--- src/rtl/pos_onehot_decoder_q_if.sv ---
// Token-in / one-hot-out bus for the position decoder, plus its mask and occupancy sideband.
interface pos_onehot_decoder_q_if #(
  parameter int unsigned N     = 4,
  parameter int unsigned DEPTH = 2
);
  localparam int unsigned POS_W = (N > 1) ? $clog2(N) : 1;
  localparam int unsigned CW    = $clog2(DEPTH + 1);

  logic             in_valid;
  logic             in_ready;
  logic [POS_W-1:0] in_pos;
  logic             out_valid;
  logic             out_ready;
  logic [N-1:0]     out_onehot;
  logic             out_new;
  logic             out_err;
  logic [N-1:0]     mask;
  logic             mask_clr;
  logic [CW-1:0]    count;

  modport master (
    output in_valid, in_pos, out_ready, mask_clr,
    input  in_ready, out_valid, out_onehot, out_new, out_err, mask, count
  );

  modport slave (
    input  in_valid, in_pos, out_ready, mask_clr,
    output in_ready, out_valid, out_onehot, out_new, out_err, mask, count
  );
endinterface

--- src/rtl/pos_onehot_decoder_q.sv ---
// Decodes bit-position tokens into one-hot vectors buffered in a small FIFO,
// tracking a sticky mask of every position accepted since the last clear.
module pos_onehot_decoder_q #(
  parameter int unsigned N     = 4,
  parameter int unsigned DEPTH = 2
) (
  input logic                 clk,
  input logic                 rst_n,
  pos_onehot_decoder_q_if.slave bus
);
  localparam int unsigned CW = $clog2(DEPTH + 1);
  localparam int unsigned PW = (DEPTH > 1) ? $clog2(DEPTH) : 1;

  logic [N-1:0]     oh_mem_q [DEPTH];
  logic [N-1:0]     oh_mem_d [DEPTH];
  logic [DEPTH-1:0] new_mem_q, new_mem_d;
  logic [DEPTH-1:0] err_mem_q, err_mem_d;
  logic [PW-1:0]    wr_ptr_q, wr_ptr_d;
  logic [PW-1:0]    rd_ptr_q, rd_ptr_d;
  logic [CW-1:0]    count_q, count_d;
  logic [N-1:0]     mask_q, mask_d;

  logic             in_ready_c;
  logic             out_valid_c;
  logic             acc;
  logic             pop;
  logic             dec_err;
  logic             dec_new;
  logic [N-1:0]     dec_oh;
  logic [N-1:0]     mask_eff;

  function automatic logic [PW-1:0] ptr_inc(input logic [PW-1:0] p);
    return (p == PW'(DEPTH - 1)) ? '0 : p + PW'(1);
  endfunction

  assign in_ready_c  = (count_q < CW'(DEPTH));
  assign out_valid_c = (count_q != '0);
  assign acc         = bus.in_valid & in_ready_c;
  assign pop         = out_valid_c & bus.out_ready;

  // Decode the incoming token; a same-cycle clear hides the old mask from the new-bit test.
  always_comb begin
    dec_err  = (32'(bus.in_pos) >= N);
    dec_oh   = dec_err ? '0 : (N'(1) << bus.in_pos);
    mask_eff = bus.mask_clr ? '0 : mask_q;
    dec_new  = ~dec_err & ~|(mask_eff & dec_oh);
  end

  always_comb begin
    oh_mem_d  = oh_mem_q;
    new_mem_d = new_mem_q;
    err_mem_d = err_mem_q;
    wr_ptr_d  = wr_ptr_q;
    rd_ptr_d  = rd_ptr_q;
    count_d   = count_q;
    mask_d    = mask_eff | (acc ? dec_oh : '0);

    if (acc) begin
      oh_mem_d[wr_ptr_q]  = dec_oh;
      new_mem_d[wr_ptr_q] = dec_new;
      err_mem_d[wr_ptr_q] = dec_err;
      wr_ptr_d            = ptr_inc(wr_ptr_q);
    end
    if (pop) begin
      rd_ptr_d = ptr_inc(rd_ptr_q);
    end

    case ({acc, pop})
      2'b10:   count_d = count_q + CW'(1);
      2'b01:   count_d = count_q - CW'(1);
      default: count_d = count_q;
    endcase
  end

  always_ff @(posedge clk) begin
    if (!rst_n) begin
      for (int i = 0; i < DEPTH; i++) begin
        oh_mem_q[i] <= '0;
      end
      new_mem_q <= '0;
      err_mem_q <= '0;
      wr_ptr_q  <= '0;
      rd_ptr_q  <= '0;
      count_q   <= '0;
      mask_q    <= '0;
    end else begin
      oh_mem_q  <= oh_mem_d;
      new_mem_q <= new_mem_d;
      err_mem_q <= err_mem_d;
      wr_ptr_q  <= wr_ptr_d;
      rd_ptr_q  <= rd_ptr_d;
      count_q   <= count_d;
      mask_q    <= mask_d;
    end
  end

  // Head fields are forced to zero whenever the FIFO is empty.
  assign bus.in_ready   = in_ready_c;
  assign bus.out_valid  = out_valid_c;
  assign bus.out_onehot = out_valid_c ? oh_mem_q[rd_ptr_q] : '0;
  assign bus.out_new    = out_valid_c & new_mem_q[rd_ptr_q];
  assign bus.out_err    = out_valid_c & err_mem_q[rd_ptr_q];
  assign bus.mask       = mask_q;
  assign bus.count      = count_q;
endmodule

--- src/flat_wrapper.sv ---
// flat-port wrapper written by rule: the top's interface ports become plain ports
module pos_onehot_decoder_q_flat 
#(
  parameter int unsigned N     = 4,
  parameter int unsigned DEPTH = 2
)
  (clk, rst_n, bus_in_valid, bus_in_pos, bus_out_ready, bus_mask_clr, bus_in_ready, bus_out_valid, bus_out_onehot, bus_out_new, bus_out_err, bus_mask, bus_count);
  pos_onehot_decoder_q_if #(.N(N), .DEPTH(DEPTH)) bus_i ();
  input logic clk;
  input logic rst_n;
  input wire logic [$bits(bus_i.in_valid)-1:0] bus_in_valid;
  input wire logic [$bits(bus_i.in_pos)-1:0] bus_in_pos;
  input wire logic [$bits(bus_i.out_ready)-1:0] bus_out_ready;
  input wire logic [$bits(bus_i.mask_clr)-1:0] bus_mask_clr;
  output wire logic [$bits(bus_i.in_ready)-1:0] bus_in_ready;
  output wire logic [$bits(bus_i.out_valid)-1:0] bus_out_valid;
  output wire logic [$bits(bus_i.out_onehot)-1:0] bus_out_onehot;
  output wire logic [$bits(bus_i.out_new)-1:0] bus_out_new;
  output wire logic [$bits(bus_i.out_err)-1:0] bus_out_err;
  output wire logic [$bits(bus_i.mask)-1:0] bus_mask;
  output wire logic [$bits(bus_i.count)-1:0] bus_count;
  assign bus_i.in_valid = bus_in_valid;
  assign bus_i.in_pos = bus_in_pos;
  assign bus_i.out_ready = bus_out_ready;
  assign bus_i.mask_clr = bus_mask_clr;
  assign bus_in_ready = bus_i.in_ready;
  assign bus_out_valid = bus_i.out_valid;
  assign bus_out_onehot = bus_i.out_onehot;
  assign bus_out_new = bus_i.out_new;
  assign bus_out_err = bus_i.out_err;
  assign bus_mask = bus_i.mask;
  assign bus_count = bus_i.count;
  pos_onehot_decoder_q #(.N(N), .DEPTH(DEPTH)) u_core (.clk(clk), .rst_n(rst_n), .bus(bus_i));
endmodule
--- config.mk ---
export PLATFORM = sky130hd
export DESIGN_NAME = pos_onehot_decoder_q_flat
export DESIGN_NICKNAME = d
export VERILOG_FILES = /design/src/rtl/pos_onehot_decoder_q_if.sv /design/src/rtl/pos_onehot_decoder_q.sv /design/src/flat_wrapper.sv
export SDC_FILE = /design/constraint.sdc
export NUM_CORES = 1
export LEC_CHECK = 0
export BUFFER_PORTS_ARGS = -buffer_cell sky130_fd_sc_hd__buf_2
export CORE_UTILIZATION = 55
export CTS_CLUSTER_SIZE = 28
export DETAILED_ROUTE_END_ITERATION = 12
export GPL_ROUTABILITY_DRIVEN = 1
export HOLD_SLACK_MARGIN = 0.06
export PLACE_DENSITY = 0.82
export SLEW_MARGIN = 20
export SYNTH_ARGS = -nofsm -noshare
export SYNTH_HDL_FRONTEND = slang
export SYNTH_SLANG_ARGS = --single-unit
--- constraint.sdc ---
create_clock -name clk -period 2.38 [get_ports clk]
set_input_delay 0.476 -clock clk [delete_from_list [all_inputs] [get_ports clk]]
set_output_delay 0.476 -clock clk [all_outputs]
set_load 0.02 [all_outputs]
==> metrics.md, run 1 <==
| Metric | Value |
|---|---|
| Number of clock sinks | 20 |
| Number of placement rows | 14 |
| Post-detailed-route count of antenna-violating nets | 0 |
| Count of flip-flops with a built-in enable after synthesis | 0 |
| Pleak | approximately 0.44 nW |
| Simple logic cell fraction of the synthesized area | 25.07% |
| Top cell type by total area after synthesis | dfxtp_1 |
| Fmax | 544.7 MHz |
| Worst reg2reg path depth | 5 |
| Number of buffers added to fix hold violations after cts | 0 |
| Hold WC Path Type | reg2reg |
| Number of antenna violations at the first check in global routing | 0 |
| Post-CTS setup repair buffer count | 0 |
| Final setup violation count | 0 |
| Destination of the worst hold path | u_core.oh_mem_q[0]$_SDFFE_PN0P_ |
| Register area | 400.4 um2 |
| Min-Delay Startpoint | u_core.oh_mem_q[0]$_SDFFE_PN0P_ |
| Setup repair after global routing missed its margin | no |
| Power density relative to cell area | 935.6 nW/um2 |
| Total negative slack for setup checks | 0 ns |
| Area share of the largest cell type after synthesis | a little over two fifths |
| CTS HTree Levels | 1 |
| Setup crit start kind | flop |
| Average size of a mapped cell | between 8 and 9 um2 |
| Global route overflow | 0 |
| XOR/XNOR Fraction of Synth Area | between 2 and 3% |
| Post-route non-filler standard cell count | around 140 |
| Total count of max-transition violations in the final report | 0 |
| Post-layout utilization of the core | 66.31% |
| Routability-driven placement congestion ratio | approximately 0.75 |
| Proportion of power drawn by combinational gates | between 30 and 40% |
| Root Driver | clkbuf_4 |
| Filler instances | roughly 140 |
| Net count reported at finish | 137 |
| Final Cycle Share | between 70% and 80% |
| Relative contribution of the clock network to total power | between 15 and 20% |
| Clk_lat worst skew | just under 0.3 ns |
| Dominant combinational cell family by area after synthesis | simple AND/OR/NAND/NOR gates |
| Most used standard cell by instance count after synthesis | dfxtp_1 |
| Post-detailed-route via-to-cell ratio | 5.503 |
| Detailed-route wire length per cell | roughly 12 um |
| Layout overhead on the synthesized area | 10.70% |
| Sum of routed wire length over all layers | between 1.5 and 2 mm |
| Number of input and output port buffers inserted | 20 |
| Top cells by area, synth | dfxtp_1 (43%), mux2i_1 (8.7%), a21oi_1 (7.0%) |
| Fin Hold WS | between 0.4 and 0.5 ns |
| Arithmetic-cell share of the synthesized area counting full adders, half adders and majority gates | 1.355% |
| Horizontal die dimension | between 40 and 50 um |
| Max Clock Skew | between 0.0005 and 0.0006 ns |
| Normalized max-slew margin | approximately 65% |
| Antenna diode count | 0 |
| Transition time at the pin with the least slew margin | a little over 0.5 ns |
| Sequential element share of the synthesized area | a little over two fifths |
| Async set-or-reset flop fraction in the synthesized netlist | 0% |
| Crit path time final | 1.836 ns |
| Internal power | slightly below 0.0006 W |
| Instance area after placement | approximately 1000 um2 |
| Design area | between 1000 and 1500 um2 |
| Flop2flop setup slack | just under 0.7 ns |
| Share of total power in sequential cells | 46.8% |
| Reg-to-reg endpoint | u_core.bus.count[1]$_SDFFE_PN0P_ |
| Arr. time, crit path | 1.36 ns |
| Number of buffers between clock root and the deepest sink | 2 |
| Switching power | 0.0003784 W |
| Synthesis-stage register bit count | 20 |
| CTS tree | yes |
| VDD IR max | around 0.6 mV |
| Global-route wire length before repair | just over 3 mm |
| Post-Syn Area | 923.4 um2 |
| Violation count after the first detailed-route iteration | 17 |
| Outcome | finished clean |
| Number of instances in the synthesized netlist | 110 |
| Most common library cells after synthesis | dfxtp_1 (20), nand2_1 (17), a21oi_1 (13), nor2_1 (11), mux2i_1 (8) |
| Beginning of the worst register-to-register path | u_core.bus.count[1]$_SDFFE_PN0P_ |
| Maximum number of pins on one net before global-route repair | 19 |
| Clock Pin Slew Worst Setup and Hold Paths | 0.10 ns |
| Die height | between 40 and 50 um |
| Number of buffers created by CTS | 3 |
| Share of cells above drive strength 1 | between 10% and 20% |
| Placed instance count | 140 |
| Num ports | 21 |
| Area of the core region | roughly 1500 um2 |
| Total vias in the final route | a little under 800 |
| Critical path endpoint category | output port |
| Number of library cell types mapped by synthesis | 31 |
| # DRC | 0 |
| CTS resizes | 0 |
| Worst hold path depth | 2 |
| Detailed placer's ending HPWL | between 1 and 1.5 mm |
| Required time worst endpoint | between 1.5 and 2 ns |
| Die footprint | between 1500 and 2000 um2 |
| Hold violation count in the final report | 0 |
| Share of the synthesized area in compound gates (AO/OA/AOI/OAI) | a little under an eighth |
| Synth Net Count | 118 |
| Net switching share of the total power | 39.56% |
| Area used by multi-input combinational logic | approximately 460 um2 |
| Vias in the first global route | 677 |
| Number of max-cap violations | 0 |
| Most instantiated flip-flop cell in the synthesis netlist | dfxtp_1 |
| Multiplexer share of the synthesized area | 8.672% |
| Synth warnings | 0 |
| Initial cell density of the core | 59.90% |
| Classification of the worst setup path | reg2out |
| Max Fanout on Critical Path | 11 |
| Iteration count of the initial detailed-routing pass | 4 |
| All-Layer GR Usage | 22.08% |
per-stage QoR:
stage	total power [W]	worst slack, ns
2_1_floorplan	0.0007371	0.7090
3_3_place_gp	0.0008025	0.6519
3_5_place_dp	0.0008152	0.5731
4_1_cts	0.0009652	0.4894
5_1_grt	0.001022	0.4461
6_report	0.0009564	0.5441
cell type report:
type / count / area share [%]
flip-flops and latches: 20 / 39.17
repair buffers: 20 / 9.792
multi-input cells: 79 / 45.04
well taps: 16 / 1.958
clock buffers: 3 / 2.203
inverters: 5 / 1.836
routing by layer:
| metal | vias to the layer above | global-route usage, % | routed length [um] |
|---|---|---|---|
| met5 | - | 0 | 0 |
| met4 | 0 | 9.091 | 31 |
| met3 | 4 | 3.830 | 96 |
| met2 | 27 | 34.24 | 811 |
| met1 | 353 | 30.24 | 832 |
| li1 | 403 | - | - |
state kept, by name, indices dropped and copies added (netlist names):
| name | count |
|---|---|
| u_core.oh_mem_q | 8 |
| u_core.new_mem_q | 2 |
| u_core.err_mem_q | 2 |
| u_core.bus.count | 2 |
| u_core.bus.mask | 4 |
| u_core.wr_ptr_q | 1 |
| u_core.rd_ptr_q | 1 |
cell usage in the layout (no fill, tap or decap), drive strengths merged:
master and n:
and3b 1, xnor2 1, nand3b 1, mux2i 8
clkbuf 3, o22ai 1, a32oi 1, clkinv 1
inv 4, o21ai 2, or3b 1, nor2 11
nor3b 1, ha 1, o31ai 2, buf 20
xor2 2, and3 2, nand4 1, dfxtp 20
nand3 6, a21oi 13, or3 1, nand2b 2
or2b 1, or2 1, nor2b 2, nand2 17
power by group through the flow:
| stage | Combinational, W | Sequential (W) | Clock, W |
|---|---|---|---|
| floorplan | 0.000293 | 0.000444 | 0 |
| global placement | 0.000350 | 0.000452 | 0 |
| detailed placement | 0.000360 | 0.000455 | 0 |
| CTS | 0.000361 | 0.000448 | 0.000156 |
| global route | 0.000397 | 0.000457 | 0.000168 |
| finish | 0.000355 | 0.000448 | 0.000154 |
worst max path at each step:
stage                                  endpoint                              from  cells after the start
6_report                      bus_out_onehot[0]  u_core.bus.count[1]$_SDFFE_PN0P_                      3
5_1_grt                             bus_out_new  u_core.bus.count[1]$_SDFFE_PN0P_                      3
4_1_cts                             bus_out_new  u_core.bus.count[1]$_SDFFE_PN0P_                      3
3_5_place_dp   u_core.bus.count[1]$_SDFFE_PN0P_                      bus_in_valid                      5
3_3_place_gp   u_core.bus.count[1]$_SDFFE_PN0P_                      bus_in_valid                      5
2_1_floorplan  u_core.bus.count[1]$_SDFFE_PN0P_  u_core.bus.count[1]$_SDFFE_PN0P_                      6
cells by family after synthesis:
family,count (synthesis)
flops,20
compound gates,19
simple gates,48
mux,8
buf+inv,11
xor+xnor,3
fa+ha+maj,1
critical path, cell delays in order, from the launching register on:
cell and delay (ns):
dfxtp_1 0.40, nor2_1 0.39, nor2_1 0.10, buf_2 0.17
Power figures use the tool's default switching activity.
==> run 2: changes to the inputs <==
Settings changed: CORE_UTILIZATION 55 to 51, PLACE_DENSITY 0.82 to 0.77.
Clock period 2.38 ns to 1.8 ns, I/O delays scaled along.
==> run 2 against run 1 <==
Clock skew rose by 0.0097 ns. Utilization is 3.2 points lower. Combinational power rose by 39%. Cell area increased by 5.5%. Highest routed layer unchanged.
==> metrics.md, run 2 (same netlist as run 1, synthesis figures left out) <==
| Metric | Value |
|---|---|
| Normalized max-slew margin | 67.39% (was 65.37%) |
| Global-route wire length before repair | 2.856 mm (was 3.070 mm) |
| Number of flip-flops under the largest register name | 8 (unchanged) |
| Number of clock sinks | 20 (unchanged) |
| Iteration count of the initial detailed-routing pass | 4 (unchanged) |
| Min-Delay Startpoint | rst_n (was u_core.oh_mem_q[0]$_SDFFE_PN0P_) |
| CTS tree | yes (unchanged) |
| Number of placement rows | 15 (was 14) |
| Worst reg2reg path depth | 5 (unchanged) |
| Destination of the worst hold path | u_core.new_mem_q[1]$_SDFFE_PN0P_ (was u_core.oh_mem_q[0]$_SDFFE_PN0P_) |
| Number of buffers added to fix hold violations after cts | 0 (unchanged) |
| Final Power | 0.001446 W (was 0.0009564 W) |
| Fmax | around 590 MHz |
| Antenna diode count | 0 (unchanged) |
| Area of the core region | 1708 um2 (was 1541 um2) |
| Violation count after the first detailed-route iteration | 23 (was 17) |
| Met3 layer wire length in the routed design | 75 um (was 96 um) |
| Initial cell density of the core | 54.07% (was 59.90%) |
| All-Layer GR Usage | 19.56% (was 22.08%) |
| Required time worst endpoint | 1.44 ns (was 1.90 ns) |
| Register area | 400.4 um2 (unchanged) |
| Total count of max-transition violations in the final report | 0 (unchanged) |
| Arr. time, crit path | 1.34 ns (was 1.36 ns) |
| Outcome | finished clean (unchanged) |
| Number of buffers created by CTS | 3 (unchanged) |
| Post-route non-filler standard cell count | 155 (was 143) |
| # DRC | 0 (unchanged) |
| Total vias in the final route | 782 (was 787) |
| Filler instances | 152 (was 138) |
| Worst setup slack after layout | 0.1027 ns (was 0.5441 ns) |
| Die height | 44.55 um (was 42.98 um) |
| Classification of the worst setup path | reg2out (unchanged) |
| Setup crit start kind | flop (unchanged) |
| Placed instance count | 151 (was 140) |
| Clk_lat worst skew | 0.30 ns (was 0.29 ns) |
| Beginning of the worst register-to-register path | u_core.bus.count[1]$_SDFFE_PN0P_ (unchanged) |
| Detailed placer's ending HPWL | 1.268 mm (was 1.257 mm) |
| Root Driver | clkbuf_4 (unchanged) |
| Final setup violation count | 0 (unchanged) |
| Post-detailed-route via-to-cell ratio | 5.045 (was 5.503) |
| Area used by multi-input combinational logic | 460.4 um2 (unchanged) |
| Most frequent cells in the layout | buf_2 (20), dfxtp_1 (20), nand2_1 (17) (unchanged) |
| CTS HTree Levels | 1 (unchanged) |
| Flop2flop setup slack | 0.16 ns (was 0.69 ns) |
| Number of buffers between clock root and the deepest sink | 2 (unchanged) |
| VDD IR max | 1.052 mV (was 0.6041 mV) |
| Clock Pin Slew Worst Setup and Hold Paths | 0.12 ns (was 0.10 ns) |
| Global route overflow | 0 (unchanged) |
| Sum of routed wire length over all layers | 1.714 mm (was 1.771 mm) |
| Detailed-route wire length on metal 1 | 819 um (was 832 um) |
| Number of antenna violations at the first check in global routing | 0 (unchanged) |
| Max Clock Skew | 0.01027 ns (was 0.0005472 ns) |
| Number of input and output port buffers inserted | 20 (unchanged) |
| Hold violation count in the final report | 0 (unchanged) |
| Vias in the first global route | 644 (was 677) |
| Routability-driven placement congestion ratio | 0.7558 (was 0.7535) |
| Power density relative to cell area | 1341 nW/um2 (was 935.6 nW/um2) |
| Horizontal die dimension | 44.55 um (was 42.98 um) |
| Pre-CTS setup slack | 0.1559 ns (was 0.5731 ns) |
| Layout overhead on the synthesized area | 16.80% (was 10.70%) |
| Maximum number of pins on one net before global-route repair | 13 (was 19) |
| Num ports | 21 (unchanged) |
| CTS resizes | 0 (unchanged) |
| Total length of routed met2 wires | 798 um (was 811 um) |
| Pleak | 0.4634 nW (was 0.4399 nW) |
| Share of cells above drive strength 1 | 21.54% (was 19.69%) |
| Reg-to-reg endpoint | u_core.bus.count[1]$_SDFFE_PN0P_ (unchanged) |
| Die footprint | 1985 um2 (was 1847 um2) |
| Critical path endpoint category | output port (unchanged) |
| Total negative slack for setup checks | 0 ns (unchanged) |
| Hold WC Path Type | in2reg (was reg2reg) |
| Transition time at the pin with the least slew margin | 0.4881 ns (was 0.5183 ns) |
| Post-detailed-route count of antenna-violating nets | 0 (unchanged) |
| Number of max-cap violations | 0 (unchanged) |
| Detailed-route wire length per cell | 11.06 um (was 12.38 um) |
| Setup repair after global routing missed its margin | no (unchanged) |
| Highest metal layer with signal wires | met4 (unchanged) |
| Worst hold path depth | 3 (was 2) |
| Max Fanout on Critical Path | 7 (was 11) |
| Register containing the most flip-flops in the final layout | u_core.oh_mem_q (unchanged) |
| Net count reported at finish | 139 (was 137) |
| Final Cycle Share | a little over nine tenths |
| Crit path time final | between 1.5 and 2 ns |
| Post-CTS setup repair buffer count | 0 (unchanged) |
-- run 2: changes by cell type in the layout (fill, tap and decap cells not counted) --
cell / change
buf_4: +2
bufinv_16: +1
-- run 2: worst max path at each step --
stage,start,end,slack [ns],cells past startpoint
after floorplan,u_core.bus.count[1]$_SDFFE_PN0P_,u_core.bus.count[1]$_SDFFE_PN0P_,0.13,6
after global placement,bus_in_valid,u_core.bus.count[1]$_SDFFE_PN0P_,0.20,5
after detailed placement,bus_in_valid,u_core.bus.count[1]$_SDFFE_PN0P_,0.16,5
after CTS,u_core.rd_ptr_q$_SDFFE_PN0P_,bus_out_onehot[0],0.08,3
after global routing,u_core.bus.count[1]$_SDFFE_PN0P_,bus_out_new,0.006,4
final,u_core.rd_ptr_q$_SDFFE_PN0P_,bus_out_onehot[0],0.10,3
-- run 2: through the flow --
step                hold slack (ns)  cell area, um2  utilization, %
floorplan                    0.4357           923.4               -
global placement             0.4423            1026           60.07
detailed placement           0.4493            1026           60.07
CTS                          0.3256            1079           63.15
global route                 0.3488            1079           63.15
finish                       0.3300            1079           63.15
-- run 2: layout make-up --
| cell class | count | share of cell area (%) |
|---|---|---|
| Timing Repair Buffer | 22 | 10.67 |
| Multi-Input combinational cell | 79 | 42.69 |
| Tap cell | 25 | 2.900 |
| Clock buffer | 3 | 2.088 |
| Clock inverter | 1 | 2.784 |
| Inverter | 5 | 1.740 |
| Sequential cell | 20 | 37.12 |
-- run 2: critical path, cell delays in order (launching register included) --
cell and delay, ns:
dfxtp_1 0.59, mux2i_1 0.25, nor2_1 0.05, buf_2 0.15
-- run 2: power breakdown --
part           switching (W)  internal (W)  total [W]  leakage [nW]
clock network       0.000134      0.000225   0.000359        0.0279
logic               0.000292      0.000203   0.000494         0.272
registers          0.0000870      0.000506   0.000593         0.163
total               0.000513      0.000934    0.00145         0.463
-- run 2: routing by layer --
| layer | global-route usage (%) | vias to the layer above |
|---|---|---|
| met5 | 0 | - |
| met4 | 9.091 | 0 |
| met3 | 2.857 | 4 |
| met2 | 29.41 | 23 |
| met1 | 27.53 | 343 |
| li1 | - | 412 |
